===== src/rtl/ldpc_pkg.sv =====
// Shared types and sizing helpers for the LDPC parity sequencer and its datapath.
package ldpc_pkg;

    localparam int NB_DEF = 4;
    localparam int NP_DEF = 8;

    typedef enum logic [2:0] {
        S_IDLE,
        S_LOAD,
        S_FETCH,
        S_ACC,
        S_DONE
    } state_t;

    // Counter width that stays legal (>= 1 bit) even for a single-entry range.
    function automatic int cnt_w(input int n);
        return (n > 1) ? $clog2(n) : 1;
    endfunction

    function automatic int addr_w(input int np, input int nb);
        return cnt_w(np * nb);
    endfunction

    // AND-XOR dot-product cell: message bit i meets coefficient bit 7-i.
    function automatic logic dot8(input logic [7:0] m, input logic [7:0] g, input logic l_ref);
        logic r;
        r = l_ref;
        for (int i = 0; i < 8; i++) begin
            r = r ^ (m[i] & g[7-i]);
        end
        return r;
    endfunction

endpackage


===== src/rtl/ldpc_parity_dp.sv =====
// Datapath for ldpc_parity_seq: message byte store, running accumulator bit,
// the dot-product cell and the parity output register.
module ldpc_parity_dp
    import ldpc_pkg::*;
#(
    parameter int NB = NB_DEF,
    parameter int NP = NP_DEF,
    localparam int JW = cnt_w(NB),
    localparam int PW = cnt_w(NP)
) (
    input  logic          clk,
    input  logic          rst,
    input  logic          msg_wr,
    input  logic [JW-1:0] msg_idx,
    input  logic [7:0]    msg_byte,
    input  logic [JW-1:0] rd_idx,
    input  logic [7:0]    g_data,
    input  logic          acc_en,
    input  logic          acc_clr,
    input  logic          par_wr,
    input  logic [PW-1:0] par_idx,
    output logic [NP-1:0] parity_data
);

    logic [7:0] msg_mem [NB];
    logic       acc_q;
    logic       d_out;

    // NOTE: the message store has no reset; the FSM only reads chunks written in the current frame.
    always_ff @(posedge clk) begin
        if (msg_wr) begin
            msg_mem[msg_idx] <= msg_byte;
        end
    end

    assign d_out = dot8(msg_mem[rd_idx], g_data, acc_q);

    always_ff @(posedge clk or posedge rst) begin
        if (rst) begin
            acc_q       <= 1'b0;
            parity_data <= '0;
        end else begin
            if (acc_clr) begin
                acc_q <= 1'b0;
            end else if (acc_en) begin
                acc_q <= d_out;
            end
            if (par_wr) begin
                parity_data[par_idx] <= d_out;
            end
        end
    end

endmodule


===== src/rtl/ldpc_parity_seq.sv =====
// LDPC parity sequencer: FSM and row/chunk counters driving ldpc_parity_dp.
// Optional abort input enabled by defining LDPC_PARITY_SEQ_ABORT_EN.
module ldpc_parity_seq
    import ldpc_pkg::*;
#(
    parameter int NB = NB_DEF,
    parameter int NP = NP_DEF
) (
    input  logic                     clk,
    input  logic                     rst,
`ifdef LDPC_PARITY_SEQ_ABORT_EN
    input  logic                     abort,
`endif
    input  logic [7:0]               msg_data,
    input  logic                     msg_valid,
    output logic                     msg_ready,
    output logic [addr_w(NP,NB)-1:0] g_addr,
    input  logic [7:0]               g_data,
    output logic [NP-1:0]            parity_data,
    output logic                     parity_valid,
    input  logic                     parity_ready,
    output logic                     busy
);

    localparam int AW = addr_w(NP, NB);
    localparam int JW = cnt_w(NB);
    localparam int PW = cnt_w(NP);

    state_t        state_q, state_d;
    logic [PW-1:0] p_q, p_d;
    logic [JW-1:0] j_q, j_d;
    logic [AW-1:0] g_addr_q;
    logic          msg_wr, acc_en, acc_clr, par_wr;

    always_ff @(posedge clk or posedge rst) begin
        if (rst) begin
            state_q  <= S_IDLE;
            p_q      <= '0;
            j_q      <= '0;
            g_addr_q <= '0;
        end else begin
            state_q  <= state_d;
            p_q      <= p_d;
            j_q      <= j_d;
            g_addr_q <= g_addr;
        end
    end

    // j doubles as the chunk write index while loading the message.
    always_comb begin
        state_d      = state_q;
        p_d          = p_q;
        j_d          = j_q;
        msg_ready    = 1'b0;
        busy         = 1'b1;
        parity_valid = 1'b0;
        msg_wr       = 1'b0;
        acc_en       = 1'b0;
        acc_clr      = 1'b0;
        par_wr       = 1'b0;
        g_addr       = g_addr_q;
        case (state_q)
            S_IDLE: begin
                msg_ready = 1'b1;
                busy      = 1'b0;
                acc_clr   = 1'b1;
                if (msg_valid) begin
                    msg_wr = 1'b1;
                    if (NB == 1) begin
                        j_d     = '0;
                        state_d = S_FETCH;
                    end else begin
                        j_d     = JW'(1);
                        state_d = S_LOAD;
                    end
                end
            end
            S_LOAD: begin
                msg_ready = 1'b1;
                if (msg_valid) begin
                    msg_wr = 1'b1;
                    if (j_q == JW'(NB - 1)) begin
                        j_d     = '0;
                        p_d     = '0;
                        state_d = S_FETCH;
                    end else begin
                        j_d = j_q + JW'(1);
                    end
                end
            end
            S_FETCH: begin
                g_addr  = AW'(p_q) * AW'(NB) + AW'(j_q);
                state_d = S_ACC;
            end
            S_ACC: begin
                acc_en = 1'b1;
                if (j_q == JW'(NB - 1)) begin
                    par_wr  = 1'b1;
                    acc_clr = 1'b1;
                    j_d     = '0;
                    if (p_q == PW'(NP - 1)) begin
                        state_d = S_DONE;
                    end else begin
                        p_d     = p_q + PW'(1);
                        state_d = S_FETCH;
                    end
                end else begin
                    j_d     = j_q + JW'(1);
                    state_d = S_FETCH;
                end
            end
            S_DONE: begin
                parity_valid = 1'b1;
                if (parity_ready) begin
                    p_d     = '0;
                    j_d     = '0;
                    state_d = S_IDLE;
                end
            end
            default: state_d = S_IDLE;
        endcase
`ifdef LDPC_PARITY_SEQ_ABORT_EN
        if (abort) begin
            state_d = S_IDLE;
            p_d     = '0;
            j_d     = '0;
            msg_wr  = 1'b0;
            par_wr  = 1'b0;
            acc_clr = 1'b1;
        end
`endif
    end

    ldpc_parity_dp #(
        .NB (NB),
        .NP (NP)
    ) u_dp (
        .clk         (clk),
        .rst         (rst),
        .msg_wr      (msg_wr),
        .msg_idx     (j_q),
        .msg_byte    (msg_data),
        .rd_idx      (j_q),
        .g_data      (g_data),
        .acc_en      (acc_en),
        .acc_clr     (acc_clr),
        .par_wr      (par_wr),
        .par_idx     (p_q),
        .parity_data (parity_data)
    );

endmodule


===== config.mk =====
export PLATFORM = sky130hd
export DESIGN_NAME = ldpc_parity_seq
export DESIGN_NICKNAME = d
export VERILOG_FILES = /design/src/rtl/ldpc_pkg.sv /design/src/rtl/ldpc_parity_dp.sv /design/src/rtl/ldpc_parity_seq.sv
export SDC_FILE = /design/constraint.sdc
export NUM_CORES = 1
export LEC_CHECK = 0
export CAP_MARGIN = 15
export CORE_MARGIN = 4
export CORE_UTILIZATION = 48
export CTS_BUF_LIST = sky130_fd_sc_hd__clkbuf_4 sky130_fd_sc_hd__clkbuf_8 sky130_fd_sc_hd__clkbuf_16
export DETAILED_ROUTE_END_ITERATION = 8
export GPL_ROUTABILITY_DRIVEN = 0
export GPL_TIMING_DRIVEN = 0
export PLACE_DENSITY_LB_ADDON = 0.25
export SLEW_MARGIN = 20
export SYNTH_ARGS = -nofsm -noshare
export SYNTH_HDL_FRONTEND = slang
export SYNTH_SLANG_ARGS = --single-unit

===== constraint.sdc =====
create_clock -name clk -period 2.1 [get_ports clk]
set_input_delay 0.42 -clock clk [delete_from_list [all_inputs] [get_ports clk]]
set_output_delay 0.42 -clock clk [all_outputs]
set_load 0.005 [all_outputs]

== Word-level counts from Yosys, hierarchy flattened ==
Memory sizes are Yosys's and may differ from the RTL's.
Cells that the tools add are included.

* Input port bits: 20
* Flip-flop bits (word level): 22
* Memories kept: 1
* Bits in writable memories: 32
* Word-level logic and storage cells: 83

{| class="wikitable"
|+ Memory list
! memory !! depth !! width !! rd ports !! clocked after memory_dff !! wr ports !! line !! source
|-
| u_dp.msg_mem || 4 || 8 || 1 || 0 || 1 || ldpc_parity_dp.sv:25 || <nowiki>logic [7:0] msg_mem [NB];</nowiki>
|}

* Add/sub/neg operators: 3
* $lt $le $gt $ge: 2
* Equality and inequality tests: 12
* Muxes and demuxes: 34
* Reduce and logical (&&, ||, !) cells: 9
* Bitwise operators: 16

{| class="wikitable"
|+ Operators with widths
! operator !! number
|-
| $mux W3 || 10
|-
| $pmux W3 S5 || 1
|-
| $mux W1 || 13
|-
| $ne A2 B2 Y1 const B || 6
|-
| $pmux W3 S3 || 1
|-
| $and A1 B1 Y1 || 8
|-
| $bwmux W8 || 1
|-
| $mux W2 || 4
|-
| $pmux W2 S4 || 1
|-
| $reduce_and A4 Y1 || 2
|-
| $xor A1 B1 Y1 || 8
|-
| $eq A3 B2 Y1 const B || 2
|-
| $eq A3 B3 Y1 const B || 2
|-
| $reduce_and A6 Y1 || 1
|-
| $add A5 B2 Y5 || 1
|-
| $mux W5 || 1
|-
| $lt A3 B4 Y1 const B || 1
|-
| $reduce_bool A4 Y1 || 1
|-
| $add A3 B1 Y3 const B || 1
|-
| $demux W1 S3 || 1
|-
| $eq A3 B1 Y1 const B || 1
|-
| $ge A3 B1 Y1 const B || 1
|-
| $logic_not A3 Y1 || 1
|-
| $reduce_bool A3 Y1 || 1
|-
| 6 further kinds || 6
|}

== Depth between registers and ports, before layout ==
An unclocked memory read counts as a cell.

* Depth in word-level cells: 12
* Gate-level depth with buffers: 8
* Gate-level depth less buffers: 8

== Modules after synthesis ==
Synthesis repeated with hierarchy kept, for this count alone.

* Cells, all modules: 161
* Area total of the unflattened synthesis: 2,414.8 um2

{| class="wikitable"
|+ Modules (own cells, without submodules)
! module !! area each (um2) !! times used !! cells each !! sequential area each (um2)
|-
| ldpc_parity_dp || 1,725.4 || 1 || 100 || 1,186.1
|-
| ldpc_parity_seq || 689.4 || 1 || 61 || 325.3
|}

== Worst setup path after synthesis ==
No wires, ideal clock.

* Path type: register to register
* From: register j_q[0]
* To: register u_dp.parity_data[0]
* Arrival: 2,122 ps
* Required time: 1,975 ps
* Setup slack: -147 ps
* Cell stages (with the launch flop): 8
* Buffers on the path: 1
* Path through: dfrtp_1 > buf_6 > mux4_1 > nand2_1 > xor2_1 > xnor2_1 > xnor3_2 > mux2_2

* Word-level cells in the longest chain between the ends: 11

{| class="wikitable"
|+ RTL lines
! item !! line !! source
|-
| start, declared || ldpc_parity_seq.sv:31 || <nowiki>logic [JW-1:0] j_q, j_d;</nowiki>
|-
| start signal, assigned || ldpc_parity_seq.sv:44 || <nowiki>j_q <= j_d;</nowiki>
|-
| $mem_v2 Z4 W8 || n/a ||
|-
| $and A1 B1 Y1 || ldpc_pkg.sv:29 || <nowiki>r = r ^ (m[i] & g[7-i]);</nowiki>
|-
| $xor A1 B1 Y1 (8 in series) || ldpc_pkg.sv:29 ||
|-
| $bwmux W8 || ldpc_parity_dp.sv:49 || <nowiki>parity_data[par_idx] <= d_out;</nowiki>
|-
| end signal, assigned by index || ldpc_parity_dp.sv:49 ||
|-
| end, declared || ldpc_parity_dp.sv:22 || <nowiki>output logic [NP-1:0] parity_data</nowiki>
|}

Several ways; a longest one is shown, not always the timed one.
A chain may end at the register's enable or synchronous reset.

== Worst setup path after layout ==
* From: register j_q[0]
* To: register u_dp.parity_data[5]

Same word-level chain as after synthesis.

==> impl_results.md <==
* Share of layout cells above drive strength 1 at 32.3%
* Row cnt at 25
* Hold Path Class: reg2reg
* Final Hold Violating Endpoints at 0
* Clock Skews at 0.00594 ns
* Number of remaining DRC errors at 0
* Leak at 0.00132 uW
* Final core area utilization at 67.2%
* PortBufs at 34
* Clock Pin Slew Worst Setup and Hold Paths at 0.10 ns
* Worst-Skew Late Latency at 0.31 ns
* Initial Util at 51.1%
* Num CTS Buffers at 5
* Ys Warns at 0
* Slew Limit Fails at 0
* Root Buffer: clkbuf_8
* Routed WL at 5.01 mm
* Worst slew pin tran at 0.839 ns
* Full die area at 6370 sq um
* Syn Area/Cell at 13.9 sq um
* All-Layer GR Usage at 17.3%
* Placed cell count at 279
* Distinct cell type count after synthesis at 33
* Via count at 1634
* Global-route wire length before repair at 8.30 mm
* #FFs+latches synth at 54
* Hold slack at 0.509 ns
* WL/cell at 16.8 microns
* Final net count at 257
* Setup violators final at 9
* Max transition margin at 44.0%
* Pin count of the biggest net entering global routing at 23
* Peak VDD IR at 0.610 mV
* Die height at 79.8 microns
* Setup tns final at -1.12 ns
* CTS tree: built
* Hpwl dp at 3.33 mm
* Clk buf depth at 2
* Worst EP required at 2.30 ns
* Crit-path max FO at 5
* Area growth, synth to finish at 31.5%
* H-tree Lvls at 2
* Failing checks: negative setup slack
* Final ANT Viol Nets at 0
* Ant. Diodes at 0
* Fmax at 446 MHz
* RSZ-0062 raised after global routing: true
* 1st-iter DRT viols at 87
* Tmin final at 2.24 ns
* Sink Count at 54
* Post-Syn Instances at 178
* Total power at 4550 uW
* Fin cells at 299
* I/O pin count at 36
* Worst setup path category: reg2reg
* PD cells at 1400 nW/um^2
* Vias per cell at 5.46
* Mapped Area at 2480 sq um
* Seq/Total Area, Yosys at 61.0%
* Max Cap Viol at 0
* Die X at 79.8 microns
* Run status: finished, violations left
* Pre-antenna DRT Iters at 4
* Core Footprint at 4850 sq um
* WP data arrival at 2.44 ns
* CP Launch Type: flip-flop
* Number of global-route vias before repair at 1727
* Final period util at 107%
* Worst Setup End Kind: flip-flop
* Initial antenna violation count at 0
* Syn Nets at 204
* Grt ovf at 0
* Post-CTS Hold Buffers at 0
* Worst Slack Setup Final at -0.142 ns
## cells in the mapped netlist
cell type  count  area share, %
edfxtp_1      32             39
dfrtp_1       22             22
nand2_1       21            3.2
mux2_2        13            5.9
nor3_1         9            1.8
inv_1          8            1.2
nor2_1         8            1.2
ha_1           6            3.0
mux4_1         6            6.4
o21ai_0        6            1.2
and3_1         5            1.3
clkbuf_1       5           0.76
mux2i_1        4            1.6
nand3_1        4           0.81
a21oi_1        3           0.61
a31oi_1        3           0.76
xor2_1         3            1.1
a32o_1         2           0.81
o22ai_2        2            1.0
or2b_2         2           0.71
xnor2_1        2           0.71
a211oi_1       1           0.30
a21o_1         1           0.30
a221oi_1       1           0.35
and2_1         1           0.25
buf_6          1           0.45
clkbuf_8       1           0.56
nand3b_1       1           0.30
nor2b_1        1           0.25
or2_2          1           0.25
or3_1          1           0.25
xnor2_2        1           0.66
xnor3_2        1           0.96
## layer usage
metal / up-vias / wire length [microns] / global-route usage [%]
met2: 46 / 2510 / 29.5
met4: 0 / 98 / 6.08
met1: 821 / 2120 / 21.0
li1: 756 / - / -
met3: 11 / 279 / 4.74
met5: - / 0 / 0
## repair_timing
action	CTS	global route
gates resized for setup	39	25
endpoints found under the setup margin	17	17
buffers inserted	11	2
hold endpoints to repair	0	0
gates cloned	1	0
pin swaps	8	3
## final cells by class
cell class / count / area, sq um
fillers: 351 / 1590
flip-flops and latches: 54 / 1520
multi-input cells: 110 / 1000
repair buffers: 47 / 458
well taps: 67 / 83.8
clock buffers: 5 / 68.8
plain buffers: 5 / 48.8
clock inverters: 3 / 45.0
inverters: 8 / 30.0
## placed cells by master, fill, tap and decap left out, drive strengths merged, types with 2 or more instances in the layout
cell type       n
xor2            3
clkinvlp        2
a21oi           3
o22ai           2
nand3           4
buf            17
clkdlybuf4s50  26
or2b            2
inv             8
xnor2           3
ha              6
nand2          21
nor3            9
a32o            2
mux4            6
mux2           13
mux2i           4
nor2            8
and3            5
clkbuf         10
dlymetal6s2s    2
a31oi           3
edfxtp         32
xnor3           2
o21ai           6
dfrtp          22
## power breakdown
group          switching (uW)  total [uW]  internal (uW)
sequential                186        1560           1370
combinational            1030        2310           1280
clock                     332         687            354
total                    1540        4550           3010
## sequential cells by signal, indices dropped and copies added, names as in the netlist
signal / count
u_dp.msg_mem: 32
g_addr_q: 5
p_q: 3
j_q: 2
u_dp.acc_q: 1
u_dp.parity_data: 8
state_q: 3
## stage by stage
stage	worst slack, ns	instance area, sq um
floorplan	-0.0337	2470
global placement	-0.474	2890
detailed placement	-0.607	2890
CTS	-0.202	3230
global route	-0.235	3260
finish	-0.142	3260
## worst max-delay path, cell delays in order (launching register included)
cell and delay, ns:
dfrtp_2 0.43, buf_12 0.13, mux4_2 0.49, nand2_2 0.10
xor2_2 0.19, xnor3_2 0.51, mux2_4 0.28
## final timing paths
kind,startpoint,depth (start not counted),to,slack (ns)
setup / recovery,j_q[0]$_DFFE_PP0P_,6,u_dp.parity_data[5]$_DFFE_PP0P_,-0.14
hold / removal,g_addr_q[3]$_DFF_PP0_,1,g_addr_q[3]$_DFF_PP0_,0.51
setup reg to reg,j_q[0]$_DFFE_PP0P_,6,u_dp.parity_data[5]$_DFFE_PP0P_,-0.14
hold reg to reg,g_addr_q[3]$_DFF_PP0_,1,g_addr_q[3]$_DFF_PP0_,0.51
max in group asynchronous,rst,2,state_q[1]$_DFFE_PP0P_,0.94
min in group asynchronous,rst,2,u_dp.parity_data[7]$_DFFE_PP0P_,0.58
## logic make-up (layout without fill, tap and decap cells)
logic type | Yosys count | count (layout) | synth area share [%]
adders and majority gates | 6 | 6 | 3.03
buffers and inverters | 15 | 68 | 2.98
DFF | 54 | 54 | 61.0
and+or+nand+nor | 54 | 54 | 10.3
AOI/OAI and AO/OA | 19 | 19 | 5.36
muxes | 23 | 23 | 13.9
xor gates and xnor gates | 7 | 8 | 3.39
Note: power is estimated with default switching activity, not from simulation.
